`src/rtl/spi_lcd_receiver.sv`:
```
// SPI mode-0 receiver for an LCD controller front end.
// Every pin is treated as asynchronous and is resynchronised into clk before use.
// Each received byte is stored together with its data/command flag in a show-ahead FIFO.
//
// State table
//   state    | meaning
//   ST_IDLE  | chip select is high; spi_clk edges are ignored
//   ST_SHIFT | chip select is low; rising spi_clk edges shift mosi into the byte
module spi_lcd_receiver #(
   parameter int FIFO_DEPTH = 4
) (
   input  logic        clk,
   input  logic        reset_n,
   input  logic        spi_clk,
   input  logic        spi_mosi,
   input  logic        spi_cs_n,
   input  logic        lcd_dc,
   output logic        rx_valid,
   output logic [7:0]  rx_data,
   output logic        rx_dc,
   input  logic        rx_ready,
   output logic        busy,
   output logic [15:0] byte_count,
   output logic        overflow,
   output logic        frame_error,
   input  logic        clear_errors
);

   localparam int AW = (FIFO_DEPTH > 1) ? $clog2(FIFO_DEPTH) : 1;

   typedef enum logic {
      ST_IDLE  = 1'b0,
      ST_SHIFT = 1'b1
   } state_t;

   // Synchronizer chains. Bit 0 is the first flop.
   // Bit 2 is the extra stage used for edge detection.
   logic [2:0] sclk_sync_q;
   logic [2:0] cs_sync_q;
   logic [1:0] mosi_sync_q;
   logic [1:0] dc_sync_q;

   state_t      state_q, state_d;
   logic [2:0]  bit_cnt_q, bit_cnt_d;
   logic [6:0]  shift_q, shift_d;
   logic [15:0] byte_count_q, byte_count_d;
   logic        overflow_q, frame_error_q;

   logic [8:0]  fifo_mem [FIFO_DEPTH];
   logic [AW:0] wr_ptr_q, rd_ptr_q;

   logic sclk_rise, cs_fall, cs_rise, mosi_s, dc_s;
   logic push, pop, push_ok, ovf_evt, fe_evt;
   logic fifo_empty, fifo_full;
   logic [7:0] push_byte;

   // Two-flop synchronizers, plus a third stage on the clock and chip-select chains.
   always_ff @(posedge clk or negedge reset_n) begin
      if (!reset_n) begin
         sclk_sync_q <= 3'b000;
         cs_sync_q   <= 3'b111;
         mosi_sync_q <= 2'b00;
         dc_sync_q   <= 2'b00;
      end else begin
         sclk_sync_q <= {sclk_sync_q[1:0], spi_clk};
         cs_sync_q   <= {cs_sync_q[1:0], spi_cs_n};
         mosi_sync_q <= {mosi_sync_q[0], spi_mosi};
         dc_sync_q   <= {dc_sync_q[0], lcd_dc};
      end
   end

   assign sclk_rise = sclk_sync_q[1] & ~sclk_sync_q[2];
   assign cs_fall   = ~cs_sync_q[1] & cs_sync_q[2];
   assign cs_rise   = cs_sync_q[1] & ~cs_sync_q[2];
   assign mosi_s    = mosi_sync_q[1];
   assign dc_s      = dc_sync_q[1];
   assign busy      = ~cs_sync_q[1];

   assign push_byte = {shift_q, mosi_s};

   // Register the FSM state, the bit counter, the shift register and the byte counter.
   always_ff @(posedge clk or negedge reset_n) begin
      if (!reset_n) begin
         state_q      <= ST_IDLE;
         bit_cnt_q    <= 3'd0;
         shift_q      <= 7'd0;
         byte_count_q <= 16'd0;
      end else begin
         state_q      <= state_d;
         bit_cnt_q    <= bit_cnt_d;
         shift_q      <= shift_d;
         byte_count_q <= byte_count_d;
      end
   end

   // Next-state logic for the FSM.
   // A chip-select rise takes priority over a clock edge in the same cycle.
   always_comb begin
      state_d      = state_q;
      bit_cnt_d    = bit_cnt_q;
      shift_d      = shift_q;
      byte_count_d = byte_count_q;
      push         = 1'b0;
      fe_evt       = 1'b0;
      case (state_q)
         ST_IDLE: begin
            if (cs_fall) begin
               state_d      = ST_SHIFT;
               bit_cnt_d    = 3'd0;
               shift_d      = 7'd0;
               byte_count_d = 16'd0;
            end
         end
         ST_SHIFT: begin
            if (cs_rise) begin
               state_d = ST_IDLE;
               fe_evt  = (bit_cnt_q != 3'd0);
            end else if (sclk_rise) begin
               shift_d   = {shift_q[5:0], mosi_s};
               bit_cnt_d = bit_cnt_q + 3'd1;
               if (bit_cnt_q == 3'd7) begin
                  push = 1'b1;
                  if (byte_count_q != 16'hFFFF) begin
                     byte_count_d = byte_count_q + 16'd1;
                  end
               end
            end
         end
         default: state_d = ST_IDLE;
      endcase
   end

   // FIFO bookkeeping. An extra pointer bit distinguishes a full FIFO from an empty one.
   assign fifo_empty = (wr_ptr_q == rd_ptr_q);
   assign fifo_full  = (wr_ptr_q[AW] != rd_ptr_q[AW]) &&
                       (wr_ptr_q[AW-1:0] == rd_ptr_q[AW-1:0]);
   assign pop        = ~fifo_empty & rx_ready;
   assign push_ok    = push & (~fifo_full | pop);
   assign ovf_evt    = push & fifo_full & ~pop;

   // FIFO storage. It is not reset: the output is masked while the FIFO is empty.
   always_ff @(posedge clk) begin
      if (push_ok) begin
         fifo_mem[wr_ptr_q[AW-1:0]] <= {dc_s, push_byte};
      end
   end

   // FIFO pointers.
   always_ff @(posedge clk or negedge reset_n) begin
      if (!reset_n) begin
         wr_ptr_q <= '0;
         rd_ptr_q <= '0;
      end else begin
         if (push_ok) wr_ptr_q <= wr_ptr_q + 1'b1;
         if (pop)     rd_ptr_q <= rd_ptr_q + 1'b1;
      end
   end

   // Sticky error flags. An event in the same cycle as clear_errors wins.
   always_ff @(posedge clk or negedge reset_n) begin
      if (!reset_n) begin
         overflow_q    <= 1'b0;
         frame_error_q <= 1'b0;
      end else begin
         overflow_q    <= ovf_evt | (overflow_q & ~clear_errors);
         frame_error_q <= fe_evt | (frame_error_q & ~clear_errors);
      end
   end

   assign rx_valid    = ~fifo_empty;
   assign rx_data     = fifo_empty ? 8'h00 : fifo_mem[rd_ptr_q[AW-1:0]][7:0];
   assign rx_dc       = fifo_empty ? 1'b0  : fifo_mem[rd_ptr_q[AW-1:0]][8];
   assign byte_count  = byte_count_q;
   assign overflow    = overflow_q;
   assign frame_error = frame_error_q;

endmodule

```
`config.mk`:
```
export PLATFORM = sky130hd
export DESIGN_NAME = spi_lcd_receiver
export DESIGN_NICKNAME = d
export VERILOG_FILES = /design/src/rtl/spi_lcd_receiver.sv
export SDC_FILE = /design/constraint.sdc
export NUM_CORES = 1
export LEC_CHECK = 0
export ABC_CLOCK_PERIOD_IN_PS = 4800
export BUFFER_PORTS_ARGS = -buffer_cell sky130_fd_sc_hd__clkbuf_2
export CAP_MARGIN = 20
export CORE_MARGIN = 5
export CORE_UTILIZATION = 35
export CTS_CLUSTER_DIAMETER = 120
export CTS_CLUSTER_SIZE = 20
export DETAILED_ROUTE_END_ITERATION = 16
export RECOVER_POWER = 25
export SLEW_MARGIN = 20
export SYNTH_ARGS = -nofsm -noshare
export SYNTH_HDL_FRONTEND = slang
export SYNTH_SLANG_ARGS = --single-unit
export TNS_END_PERCENT = 1
```
`constraint.sdc`:
```
create_clock -name clk -period 4.8 [get_ports clk]
set_input_delay 0.72 -clock clk [delete_from_list [all_inputs] [get_ports clk]]
set_output_delay 0.72 -clock clk [all_outputs]
set_load 0.01 [all_outputs]
```
# ---- Yosys cells after proc, flatten, opt, wreduce, memory -nomap -nowiden
# Memory sizes are Yosys's and may differ from the RTL's.
# Index checks and enable logic that the tools add are counted.
dict set report classes {
  n_addsub 4
  n_mul 0
  div 0
  magnitude_cmp 0
  n_eq_ne 10
  n_shift 0
  muxes 27
  bitwise_logic 20
  reduce_logical 4
}
# operator n
set ops {}
lappend ops {{$mux 16} 5}
lappend ops {{$pmux 16 s2} 1}
lappend ops {{$mux 7} 3}
lappend ops {{$add 16x1->16 const B} 1}
lappend ops {{$ne 16x16->1 const B} 1}
lappend ops {{$pmux 7 s2} 1}
lappend ops {{$mux 1} 11}
lappend ops {{$add 3x1->3 const B} 3}
lappend ops {{$and 1x1->1} 9}
lappend ops {{$mux 3} 3}
lappend ops {{$mux 8} 1}
lappend ops {{$not 1->1} 8}
lappend ops {{$ne 2x1->1 const B} 3}
lappend ops {{$pmux 3 s2} 1}
lappend ops {{$reduce_and 5->1} 1}
lappend ops {{$ne 2x2->1 const B} 2}
lappend ops {{$eq 3x3->1} 1}
lappend ops {{$eq 3x3->1 const B} 1}
lappend ops {{$or 1x1->1} 3}
lappend ops {{$reduce_and 3->1} 1}
lappend ops {{$reduce_bool 3->1} 1}
lappend ops {{$eq 2x2->1} 1}
lappend ops {{$pmux 1 s2} 1}
lappend ops {{$logic_and 1x1->1} 1}
lappend ops {{$ne 1x1->1} 1}
dict set report totals {
  reg_bits 45
  latchBits 0
  ram_bits 36
  rom_bits 0
  in_bits 8
  output_inout_bits 29
  elab_cells 78
  mem_count 1
}
# name depth word_bits read_ports rd_clocked_by_memory_dff wr line_no
set memory_table {}
lappend memory_table {fifo_mem 4 9 1 0 1 49} ;# logic [8:0] fifo_mem [FIFO_DEPTH];

# ---- Depth between registers and ports, before layout
# Gate-level depths: netlist of the first run.
dict set report logic_depth {
  word_depth 8
  depth_mapped 6
  ltp_nobuf 6
}

# ---- Least setup slack after synthesis of the first run
# Ideal clock, no wire load.
dict set report synth_path {
  kind {register -> output}
  startpoint {register rd_ptr_q[0]}
  endpoint {output port rx_data[0]}
  arrival_ns 1.355
  required_time_ns 4.080
  slack_ns 2.725
  stages_incl_launch_ff 4
  path_buffers 1
  cell_sequence {dfrtp_1 -> buf_2 -> mux4_2 -> and2_1}
}
dict set report synth_between {
  elab_chain_cells 2
  elab_cells_between_ends 3
  cone_classes {eq/ne (1); mux (1); memory (1)}
}
# element line_no
set synth_lines {}
lappend synth_lines {{from (decl)} 50} ;# logic [AW:0] wr_ptr_q, rd_ptr_q;
lappend synth_lines {{from (signal assigned)} 155} ;# if (pop) rd_ptr_q <= rd_ptr_q + 1'b1;
lappend synth_lines {{$mem_v2 4x9 / $eq 3x3->1 (equally long branches)} n/a}
lappend synth_lines {{$mux 8 (*)} 171} ;# assign rx_data = fifo_empty ? 8'h00 : fifo_mem[rd_ptr_q[AW-1:0]][7:0];
lappend synth_lines {{to (decl)} 19} ;# output logic [7:0] rx_data,
# Every way passes the cells marked *; elsewhere a longest branch is shown, timed or not.

# ---- Final worst setup path of the first run
dict set report layout_path {
  startpoint {register rd_ptr_q[0]}
  endpoint {output port rx_data[2]}
}
# The elaborated chain is that of the path after synthesis.

==> out/summary.txt, run 1 <==
Result of the run -> finished with violations
Violated checks -> capacitance limit, slew limit
Placed cell areas -> 4031 um^2
Worst endpoint data arrival time -> 2.13 ns
Area grow syn2layout -> 14.44%
CP required -> 4.08 ns
Start point of the critical path -> rd_ptr_q[0]
Number of vias in the routed layout -> 2396
I/O pin count -> 37
Setup repair after global routing missed its margin -> no
Peak Freq -> 351.3 MHz
Total of hold buffers inserted after clock tree synthesis -> 0
Length of the first detailed-routing pass in iterations -> 4
Area of the placeable core -> 10370 um^2
Share of synthesized area occupied by flip-flops and latches -> 59.36%
DRT antenna net count -> 0
Row cnt -> 37
Largest cells by area after synthesis -> edfxtp_1 29%, dfrtp_1 28%, mux4_2 5.4%
Via count of the first global-routing pass -> 2323
Final Slew Violations -> 46
Initial drt markers -> 61
Buffers added on ports -> 36
Count of mapped cells out of synthesis -> 284
Post-synth top area share -> 29.02%
Kind of start point of the critical path -> flop
TritonCTS buffer count -> 9
Clock insertion delay at the later pin of the skew report -> 0.35 ns
Slew margin rel. -> -64.58%
Detail Placement HPWL -> 5074 um
Class of the most critical hold timing path -> reg2reg
Transition time of the tightest slew-check pin -> 2.469 ns
Share of final-layout standard cells stronger than drive strength 1 -> 24.46%
Commonest cells in the netlist -> 42 x dfrtp_1, 36 x edfxtp_1, 29 x nand2_1, 13 x inv_1
Worst R2R Start -> state_q
Die area -> 12810 um^2
Post-Syn Area -> 3725 um^2
Maximum buffer depth of the clock tree -> 2
Antenna Diode Count -> 0
Launch point of the worst hold path -> dc_sync_q[0]
First-pass GRT wire length -> 11970 um
Wirelength per Cell -> 15.78 um
Post CTS Setup Buffer Count -> 0
Most used flip-flop cell after synthesis -> dfrtp_1
Count of flip-flops with a built-in enable after synthesis -> 36
Power density of the placed cells -> 395.2 nW/um^2
Yosys top cell by area -> edfxtp_1
Maximum ir drop on the vdd rail -> 0.0001806 V
Chip width -> 113.2 um
Min cycle time layout -> 2.847 ns
Async set-or-reset flop fraction in the synthesized netlist -> 55.56%
Clock skew -> 0.008505 ns
Final non-filler cell area -> 4263 um^2
GPL Wtd Cong -> 0.7931
Final-report setup violation count -> 0
Number of sinks on the clock net -> 81
Global route overflow -> 0
Number of cells upsized or downsized after cts -> 0
Startpoint-to-endpoint class of the critical path -> reg2out
Final worst-path cycle share -> 59.31%
Die boundary height -> 113.2 um
CP max FO -> 12
Clock tree from TritonCTS -> yes
Setup TNS -> 0 ns
Count of endpoints failing hold in the final timing report -> 0
Initial Util -> 35.92%
Sum of routed wire length over all layers -> 7308 um
Fill cells -> 1013
Number of synthesized register bits -> 81
Count of nets after finishing -> 339
Largest net degree at the start of global routing -> 46
Worst setup EP type -> primary output
Average footprint of a synthesized cell -> 13.12 um^2
CTS H-Tree Depth -> 3
Leakage power figure -> 0.001704 uW
CTS clk-pin slew, worst paths -> 0.09 ns
Clk Tree Root Cell -> clkbuf_8
Total number of yosys warnings -> 0
Top-count cell post-synth -> dfrtp_1
Global routing usage summed across all routing layers -> 11.86%
Synth unique cells -> 61
Number of violations of the max-capacitance limit -> 1
Syn nets -> 301
Post-detailed-route via-to-cell ratio -> 5.175
Initial antenna violation count -> 0
DRC violation count after routing -> 0
[kinds of logic after synthesis]
group                    Yosys count  share of synthesized area [%]
adder cells (fa/ha/maj)            9                          3.023
AND/OR/NAND/NOR                  104                          16.83
XOR/XNOR                           7                          1.646
buffers and inverters             25                          3.124
AO/OA/AOI/OAI                     46                          9.675
multiplexers                      12                          6.348
flip-flops                        81                          59.36
[cell usage in the layout, fill, tap and decap left out, types with 6 or more instances in the layout]
cell type	n
o211ai_1	7
and2_1	12
nand2_1	29
nand4_1	6
clkbuf_2	36
clkbuf_8	10
and3_1	9
mux4_2	9
nand3_1	12
inv_1	13
ha_1	9
o21ai_0	12
edfxtp_1	36
dfrtp_1	42
[through the flow]
step	total power [uW]	setup slack, ns	instances	utilization (%)	hold WS, ns
4_1_cts	1715	1.864	463	41.14	0.3569
2_1_floorplan	1032	2.725	284	-	0.3312
6_report	1685	1.953	463	41.11	0.3547
3_5_place_dp	1135	2.264	447	38.88	0.3364
3_3_place_gp	1126	2.372	447	38.88	0.3338
5_1_grt	1783	1.629	463	41.11	0.3675
[sequential cells by signal, summed over array words and instances (netlist names)]
| name | cells |
|---|---|
| state_q | 1 |
| dc_sync_q | 2 |
| frame_error | 1 |
| sclk_sync_q | 3 |
| cs_sync_q | 3 |
| fifo_mem | 36 |
| mosi_sync_q | 2 |
| shift_q | 7 |
| rd_ptr_q | 3 |
| wr_ptr_q | 3 |
| byte_count | 16 |
| bit_cnt_q | 3 |
| overflow | 1 |
[metal layers]
| metal | share of wire, % | wire length (um) | GRT usage (%) | vias up |
|---|---|---|---|---|
| li1 | - | - | - | 1153 |
| met1 | 45 | 3289 | 15.33 | 1169 |
| met2 | 49 | 3553 | 19.19 | 63 |
| met3 | 5.2 | 378 | 3.262 | 11 |
| met4 | 1.2 | 85 | 4.167 | 0 |
| met5 | 0 | 0 | 0 | - |
[power by group]
group	total [uW]	leakage, uW	switching (uW)	internal (uW)
registers	818	0.000908	69.0	749
logic	292	0.000677	128	164
clock network	574	0.000119	258	315
[critical path: stages, from the launching register on]
cell,delay (ns)
dfrtp_1,0.81
xnor2_1,0.21
nand3b_1,0.35
and2_1,0.27
clkbuf_2,0.13
[layout make-up]
type | instances | area (um^2) | share of cell area (%)
Inverter | 14 | 52.55 | 1.233
Sequential cell | 81 | 2211 | 51.86
Timing Repair Buffer | 38 | 191.4 | 4.491
Tap cell | 136 | 170.2 | 3.992
Multi-Input combinational cell | 178 | 1403 | 32.90
Clock inverter | 6 | 97.59 | 2.289
Clock buffer | 10 | 137.6 | 3.229
[worst paths after layout]
check | cells after the start | slack (ns) | end
max | 4 | 1.95 | rx_data[2]
min in group asynchronous | 2 | 1.22 | dc_sync_q[0]
min reg2reg | 0 | 0.35 | dc_sync_q[1]
min | 0 | 0.35 | dc_sync_q[1]
max reg2reg | 3 | 2.37 | fifo_mem[3][2]
max in group asynchronous | 2 | 2.17 | shift_q[5]
(Power assumes the default switching activity.)
==> run 2, diff against run 1 <==
Settings changed: ABC_AREA set to 1, ABC_CLOCK_PERIOD_IN_PS 4800 to 2700.
Clock period 4.8 ns to 2.7 ns, I/O delays scaled along.
==> run 2 against run 1 <==
- the run now ends clean
- synthesized cell count up 36%
- non-clock buffer count is 5 higher
- cell area did not move
- sequential power rose by 78%
- via count grew 9.5%
- routed wire length fell by 0.88%
- sequential cell count did not move
- combinational power increased to 2.7 times the previous value
- area after synthesis up 0.71%
- utilization unchanged
- clock-buffer cell count down 1
- critical endpoint is now rx_data[7]
- largest cell class unchanged
- highest routed layer unchanged
==> out/summary.txt, run 2 <==
Post-Synth XOR/XNOR Area -> 0.9340% (-0.71 points)
Worst slack at placement -> 0.4677 ns (-1.797 ns)
Startpoint-to-endpoint class of the critical path -> reg2out
Leakage power figure -> 0.001877 uW (+10%)
Average footprint of a synthesized cell -> 9.693 um^2 (-26%)
Via count of the first global-routing pass -> 2591 (+12%)
Setup TNS -> 0 ns (unchanged)
Area of the placeable core -> 10370 um^2 (unchanged)
Fill cells -> 1051 (+3.8%)
Part of the total power dissipated in sequential elements -> 47.8% (-0.8 points)
Number of vias in the routed layout -> 2623 (+9.5%)
Simple-gate share of the synthesized area -> 18.95% (+2.1 points)
DRT antenna net count -> 0 (unchanged)
Largest net degree at the start of global routing -> 33 (-28%)
Detail Placement HPWL -> 5092 um (+0.36%)
Initial drt markers -> 101 (+66%)
Maximum ir drop on the vdd rail -> 0.0003535 V (+96%)
I/O pin count -> 37 (unchanged)
CTS H-Tree Depth -> 3 (unchanged)
Syn nets -> 404 (+34%)
Clock skew -> 0.01047 ns (+0.001965 ns)
Result of the run -> finished, final reports clean
Setup repair after global routing missed its margin -> no
Initial Util -> 36.17% (+0.25 points)
Share of synthesized area occupied by flip-flops and latches -> 58.94% (-0.42 points)
Power density of the placed cells -> 715.4 nW/um^2 (+81%)
Number of sinks on the clock net -> 81 (unchanged)
Peak Freq -> 408.9 MHz
Proportion of power drawn by the clock network -> 26.2% (-7.9 points)
Combinational family with the most area after synthesis -> simple AND/OR/NAND/NOR gates
Worst-path cell chain -> inv_1 -> nand2_1 -> a21oi_1 -> nand2_1 -> nand2_1 -> inv_1 -> clkbuf_2
Reg2reg setup slack -> 0.67 ns (-1.70 ns)
Number of violations of the max-capacitance limit -> 0 (-1)
Psw -> 1061 uW (+130%)
Number of cells upsized or downsized after cts -> 0 (unchanged)
Part of the power in combinational logic -> 26.1% (+8.7 points)
Portion of netlist area occupied by mux cells -> 0% (-6.3 points)
Clk Tree Root Cell -> clkbuf_8
Kind of start point of the critical path -> flop
Total number of yosys warnings -> 0 (unchanged)
Sum of routed wire length over all layers -> 7244 um (-0.88%)
Master of the slowest instance on the critical path -> dfrtp_2
GPL Wtd Cong -> 0.7890 (-0.52%)
Chip width -> 113.5 um (+0.32%)
Crit-path max cell delay -> 0.56 ns (-0.25 ns)
Post CTS Setup Buffer Count -> 0 (unchanged)
Maximum buffer depth of the clock tree -> 2 (unchanged)
Min cycle time layout -> 2.446 ns
CP required -> 2.30 ns (-1.78 ns)
Class of the most critical hold timing path -> in2reg
Final worst-path cycle share -> 90.58%
Cells on worst reg2reg path -> 5 (+2)
Count of flip-flops with a built-in enable after synthesis -> 36 (unchanged)
Post-Syn Area -> 3751 um^2 (+0.71%)
Worst setup EP type -> primary output
Worst endpoint data arrival time -> 2.04 ns (-0.09 ns)
Count of mapped cells out of synthesis -> 387 (+36%)
Synth unique cells -> 27 (-56%)
Global routing usage summed across all routing layers -> 11.99% (+0.13 points)
Length of the first detailed-routing pass in iterations -> 4 (unchanged)
CP max FO -> 22 (+10)
Die area -> 12890 um^2 (+0.65%)
Switching part of the total power -> 34.79% (+7.7 points)
Post-synth top area share -> 28.82% (-0.20 points)
Count of endpoints failing hold in the final timing report -> 0 (unchanged)
Commonest cells in the netlist -> 86 x nand2_1, 53 x nor2_1, 50 x inv_1, 42 x dfrtp_1, 36 x edfxtp_1
Share of final-layout standard cells stronger than drive strength 1 -> 18.85% (-5.6 points)
DRC violation count after routing -> 0 (unchanged)
Cell mode on critical path -> nand2_1
Clock insertion delay at the later pin of the skew report -> 0.35 ns (about the same)
Top-count cell post-synth -> nand2_1
Synth Area in Compound Gates -> 11.24% (+1.6 points)
Wirelength per Cell -> 12.69 um (-20%)
Hold Path Stages -> 1 (+1)
Number of synthesized register bits -> 81 (unchanged)
Most frequent cells in the layout -> 86 x nand2_1, 53 x nor2_1, 50 x inv_1
Critical path's top delay family -> simple AND/OR/NAND/NOR gates
Async set-or-reset flop fraction in the synthesized netlist -> 55.56% (unchanged)
Transition time of the tightest slew-check pin -> 1.327 ns (-1.142 ns)
Adder-cell area share of the yosys netlist -> 3.002% (-0.021 points)
Buffers added on ports -> 36 (unchanged)
Slew margin rel. -> 11.52% (+76 points)
Row cnt -> 37 (unchanged)
Most common cell after layout, fill and taps aside -> nand2_1
First-pass GRT wire length -> 12340 um (+3.1%)
End of the worst hold path -> cs_sync_q[0]
Clock tree from TritonCTS -> yes
Reg2Reg Capture Point -> fifo_mem[1][7]
Count of nets after finishing -> 447 (+32%)
Total of hold buffers inserted after clock tree synthesis -> 0 (unchanged)
Number of flip-flops in the largest register -> 36 (unchanged)
Most used flip-flop cell after synthesis -> dfrtp_1
Yosys top cell by area -> edfxtp_1
Internal -> 1989 uW (+62%)
Post-layout worst setup margin -> 0.2542 ns (-1.699 ns)
Global route overflow -> 0 (unchanged)
Die boundary height -> 113.5 um (+0.32%)
Hold slack -> 0.1288 ns (-0.2259 ns)
CTS clk-pin slew, worst paths -> 0.09 ns (about the same)
Largest cells by area after synthesis -> edfxtp_1 29%, dfrtp_1 28%, nand2_1 8.6%
Count of buffer and inverter cells on the critical path -> 3 (+2)
Initial antenna violation count -> 0 (unchanged)
Launch point of the worst hold path -> spi_cs_n
TritonCTS buffer count -> 9 (unchanged)
Worst R2R Start -> state_q
Final Slew Violations -> 0 (-100%)
Area grow syn2layout -> 13.64%
Final-report setup violation count -> 0 (unchanged)
Antenna Diode Count -> 0 (unchanged)
Post-detailed-route via-to-cell ratio -> 4.594 (-11%)
-- run 2: power groups by stage --
stage                     Sequential [uW]  Combinational (uW)  Clock, uW
after floorplan                      1430                 589          0
after global placement               1470                 797          0
after detailed placement             1480                 807          0
after CTS                            1450                 813        831
after global routing                 1470                 914        887
final                                1460                 795        798
-- run 2: kinds of logic after synthesis --
kind of cell / count (synthesis)
AND/OR/NAND/NOR: 169
flip-flops: 81
AO/OA/AOI/OAI: 62
buffers and inverters: 62
adder cells (fa/ha/maj): 9
XOR/XNOR: 4
-- run 2: cell type report --
cell class / instances / area [um^2] / area share, %
Sequential cell: 81 / 2212 / 51.89
Clock buffer: 9 / 123.9 / 2.906
Clock inverter: 7 / 53.80 / 1.262
Multi-Input combinational cell: 244 / 1280 / 30.03
Timing Repair Buffer: 43 / 231.5 / 5.430
Tap cell: 136 / 170.2 / 3.992
Inverter: 51 / 191.4 / 4.491
-- run 2: layer usage --
| layer | vias to the layer above | global-route usage (%) | routed length, um | part of all wire (%) |
|---|---|---|---|---|
| li1 | 1352 | - | - | - |
| met1 | 1212 | 15.48 | 3412 | 47 |
| met2 | 49 | 19.59 | 3394 | 47 |
| met3 | 10 | 3.448 | 346 | 4.8 |
| met4 | 0 | 3.606 | 90 | 1.2 |
| met5 | - | 0 | 0 | 0 |
-- run 2: worst register-to-register path: stages, from the launching register on --
cell and delay [ns]:
dfrtp_1 0.67, o21ai_2 0.22, nor4_4 0.28, nand2_1 0.23, nor2_1 0.14, buf_4 0.21
-- run 2: how the worst max path moves through the flow --
| stage | from | end | slack (ns) | depth (start not counted) |
|---|---|---|---|---|
| floorplan | bit_cnt_q[0] | fifo_mem[0][0] | 0.73 | 6 |
| global placement | rd_ptr_q[0] | rx_data[7] | 0.52 | 6 |
| detailed placement | rd_ptr_q[0] | rx_data[7] | 0.47 | 6 |
| CTS | rd_ptr_q[0] | rx_data[7] | 0.09 | 6 |
| global route | rd_ptr_q[0] | rx_data[7] | 0.07 | 7 |
| finish | rd_ptr_q[0] | rx_data[7] | 0.25 | 7 |
-- run 2: per-stage QoR --
step	utilization (%)	total power (uW)	cell area, um^2	cells
floorplan	-	2024	3751	387
global placement	39.39	2272	4085	555
global route	41.11	3274	4263	571
CTS	41.11	3099	4263	571
detailed placement	39.39	2289	4085	555
finish	41.11	3050	4263	571
==> run 3, diff against run 2 <==
Settings changed: ABC_CLOCK_PERIOD_IN_PS 2700 to 2450, CORE_UTILIZATION 35 to 59, PLACE_DENSITY set to 0.8.
Clock period 2.7 ns to 2.45 ns, I/O delays scaled along.
==> run 3 against run 2 <==
- sequential power increased by 7%
- sequential share of layout area is 0.20 points lower
- highest routed layer unchanged
- first-iteration DRC count rose by 92%
- worst setup slack better by 0.014 ns
- clock-buffer cell count increased by 1
- clock power is 48% higher
==> out/summary.txt, run 3 (same netlist as run 2, synthesis figures left out) <==
Worst-path cell chain -> inv_1 -> nand2_1 -> a21oi_1 -> nand2_1 -> nand2_1 -> inv_1 -> clkbuf_2
Buffers added on ports -> 36 (unchanged)
Setup TNS -> 0 ns (unchanged)
Share of final-layout standard cells stronger than drive strength 1 -> 19.45% (+0.60 points)
Cell mode on critical path -> nand2_1
Area grow syn2layout -> 14.01%
Final worst-path cycle share -> 89.06%
GPL Wtd Cong -> 0.8696 (+10%)
Via count of the first global-routing pass -> 2576 (-0.58%)
Final Slew Violations -> 0 (unchanged)
CTS clk-pin slew, worst paths -> 0.08 ns (about the same)
Length of the first detailed-routing pass in iterations -> 4 (unchanged)
Total of hold buffers inserted after clock tree synthesis -> 0 (unchanged)
Most common cell after layout, fill and taps aside -> nand2_1
Worst endpoint data arrival time -> 1.81 ns (-0.23 ns)
Master of the slowest instance on the critical path -> dfrtp_1
Clk Tree Root Cell -> clkbuf_8
Min cycle time layout -> 2.182 ns
Count of endpoints failing hold in the final timing report -> 0 (unchanged)
Initial drt markers -> 194 (+92%)
Post-layout worst setup margin -> 0.2681 ns (+0.01389 ns)
Most frequent cells in the layout -> 86 x nand2_1, 53 x nor2_1, 50 x inv_1
Wirelength per Cell -> 13.49 um (+6.3%)
Start point of the critical path -> wr_ptr_q[0]
Number of cells upsized or downsized after cts -> 0 (unchanged)
Largest net degree at the start of global routing -> 46 (+39%)
Detail Placement HPWL -> 4879 um (-4.2%)
Antenna Diode Count -> 0 (unchanged)
Clock tree from TritonCTS -> yes
Worst R2R Start -> bit_cnt_q[0]
Post-detailed-route via-to-cell ratio -> 5.261 (+15%)
Initial antenna violation count -> 0 (unchanged)
Maximum ir drop on the vdd rail -> 0.0005773 V (+63%)
Die boundary height -> 89.74 um (-21%)
Number of flip-flops in the largest register -> 36 (unchanged)
Clock skew -> 0.008304 ns (-0.002166 ns)
Kind of start point of the critical path -> flop
Global route overflow -> 0 (unchanged)
DRT antenna net count -> 0 (unchanged)
Setup repair after global routing missed its margin -> no
Worst setup EP type -> primary output
Die area -> 8052 um^2 (-38%)
Peak Freq -> 458.3 MHz
Launch point of the worst hold path -> spi_cs_n
Final-report setup violation count -> 0 (unchanged)
Fill cells -> 495 (-53%)
CP required -> 2.08 ns (-0.22 ns)
Critical path's top delay family -> simple AND/OR/NAND/NOR gates
Overall power -> 3666 uW (+20%)
Post CTS Setup Buffer Count -> 0 (unchanged)
Worst slack at placement -> 0.5331 ns (+0.06546 ns)
Result of the run -> finished, final reports clean
Class of the most critical hold timing path -> in2reg
Number of sinks on the clock net -> 81 (unchanged)
Chip width -> 89.74 um (-21%)
Leakage power figure -> 0.001936 uW (+3.1%)
Sum of routed wire length over all layers -> 6933 um (-4.3%)
Transition time of the tightest slew-check pin -> 1.109 ns (-0.2177 ns)
DRC violation count after routing -> 0 (unchanged)
Row cnt -> 29 (-22%)
CP max FO -> 11 (-50%)
Clock insertion delay at the later pin of the skew report -> 0.34 ns (about the same)
Number of violations of the max-capacitance limit -> 0 (unchanged)
Number of vias in the routed layout -> 2704 (+3.1%)
Startpoint-to-endpoint class of the critical path -> reg2out
Count of nets after finishing -> 449 (+0.45%)
CTS H-Tree Depth -> 3 (unchanged)
Slew margin rel. -> 26.03% (+15 points)
I/O pin count -> 37 (unchanged)
Area of the placeable core -> 6277 um^2 (-39%)
First-pass GRT wire length -> 11760 um (-4.8%)
Count of buffer and inverter cells on the critical path -> 3 (unchanged)
TritonCTS buffer count -> 9 (unchanged)
Maximum buffer depth of the clock tree -> 2 (unchanged)
Crit-path max cell delay -> 0.43 ns (-0.13 ns)
Initial Util -> 59.76% (+24 points)
Global routing usage summed across all routing layers -> 17.86% (+5.9 points)
Power density of the placed cells -> 857.2 nW/um^2 (+20%)
-- run 3: cell types whose count changed in the layout (fill, tap and decap cells not counted), sizes merged --
| cell | before | now |
|---|---|---|
| buf | 7 | 8 |
| clkinvlp | 4 | 1 |
| bufinv | 0 | 3 |
| clkbuf | 45 | 47 |
| clkinv | 1 | 2 |
| inv | 53 | 51 |
-- run 3: worst register-to-register path: stages, from the launching register on --
cell and delay (ns):
dfrtp_1 0.39, ha_1 0.17, ha_1 0.15, inv_1 0.07, nor4_4 0.30, nand2_1 0.24, nor2_1 0.19, buf_4 0.20
-- run 3: final cells by class --
| cell class | instances | area, um^2 | area share, % |
|---|---|---|---|
| flip-flops and latches | 81 | 2211 | 51.70 |
| multi-input cells | 244 | 1280 | 29.93 |
| repair buffers | 45 | 245.2 | 5.734 |
| inverters | 51 | 191.4 | 4.476 |
| clock buffers | 10 | 137.6 | 3.218 |
| clock inverters | 6 | 115.1 | 2.692 |
| well taps | 77 | 96.34 | 2.253 |
-- run 3: worst paths after layout --
kind | endpoint | slack [ns] | cells past startpoint
hold reg to reg | dc_sync_q[1] | 0.35 | 0
max in group asynchronous | bit_cnt_q[0] | 1.47 | 2
min in group asynchronous | shift_q[0] | 0.32 | 2
setup reg to reg | fifo_mem[3][2] | 0.45 | 7
setup / recovery | rx_data[5] | 0.27 | 7
hold / removal | cs_sync_q[0] | 0.11 | 1
-- run 3: per-layer routing --
layer / vias up / wire (um) / GRT usage, %
met4: 0 / 153 / 7.305
met5: - / 0 / 0
met3: 13 / 285 / 4.758
li1: 1367 / - / -
met2: 66 / 3344 / 27.44
met1: 1258 / 3149 / 24.09
-- run 3: power by group --
group	total, uW	leakage [uW]	switching, uW	internal, uW
Sequential	1560	0.000932	75.5	1480
Combinational	926	0.000881	580	346
Clock	1180	0.000123	472	708
-- run 3: per-stage QoR --
stage	hold slack, ns	util (%)	instances	cell area [um^2]
after floorplan	0.07191	-	387	3751
after global placement	0.3340	64.14	498	4026
after detailed placement	0.3347	64.14	498	4026
after CTS	0.08524	68.17	514	4279
after global routing	0.08215	68.13	514	4277
final	0.1097	68.13	514	4277
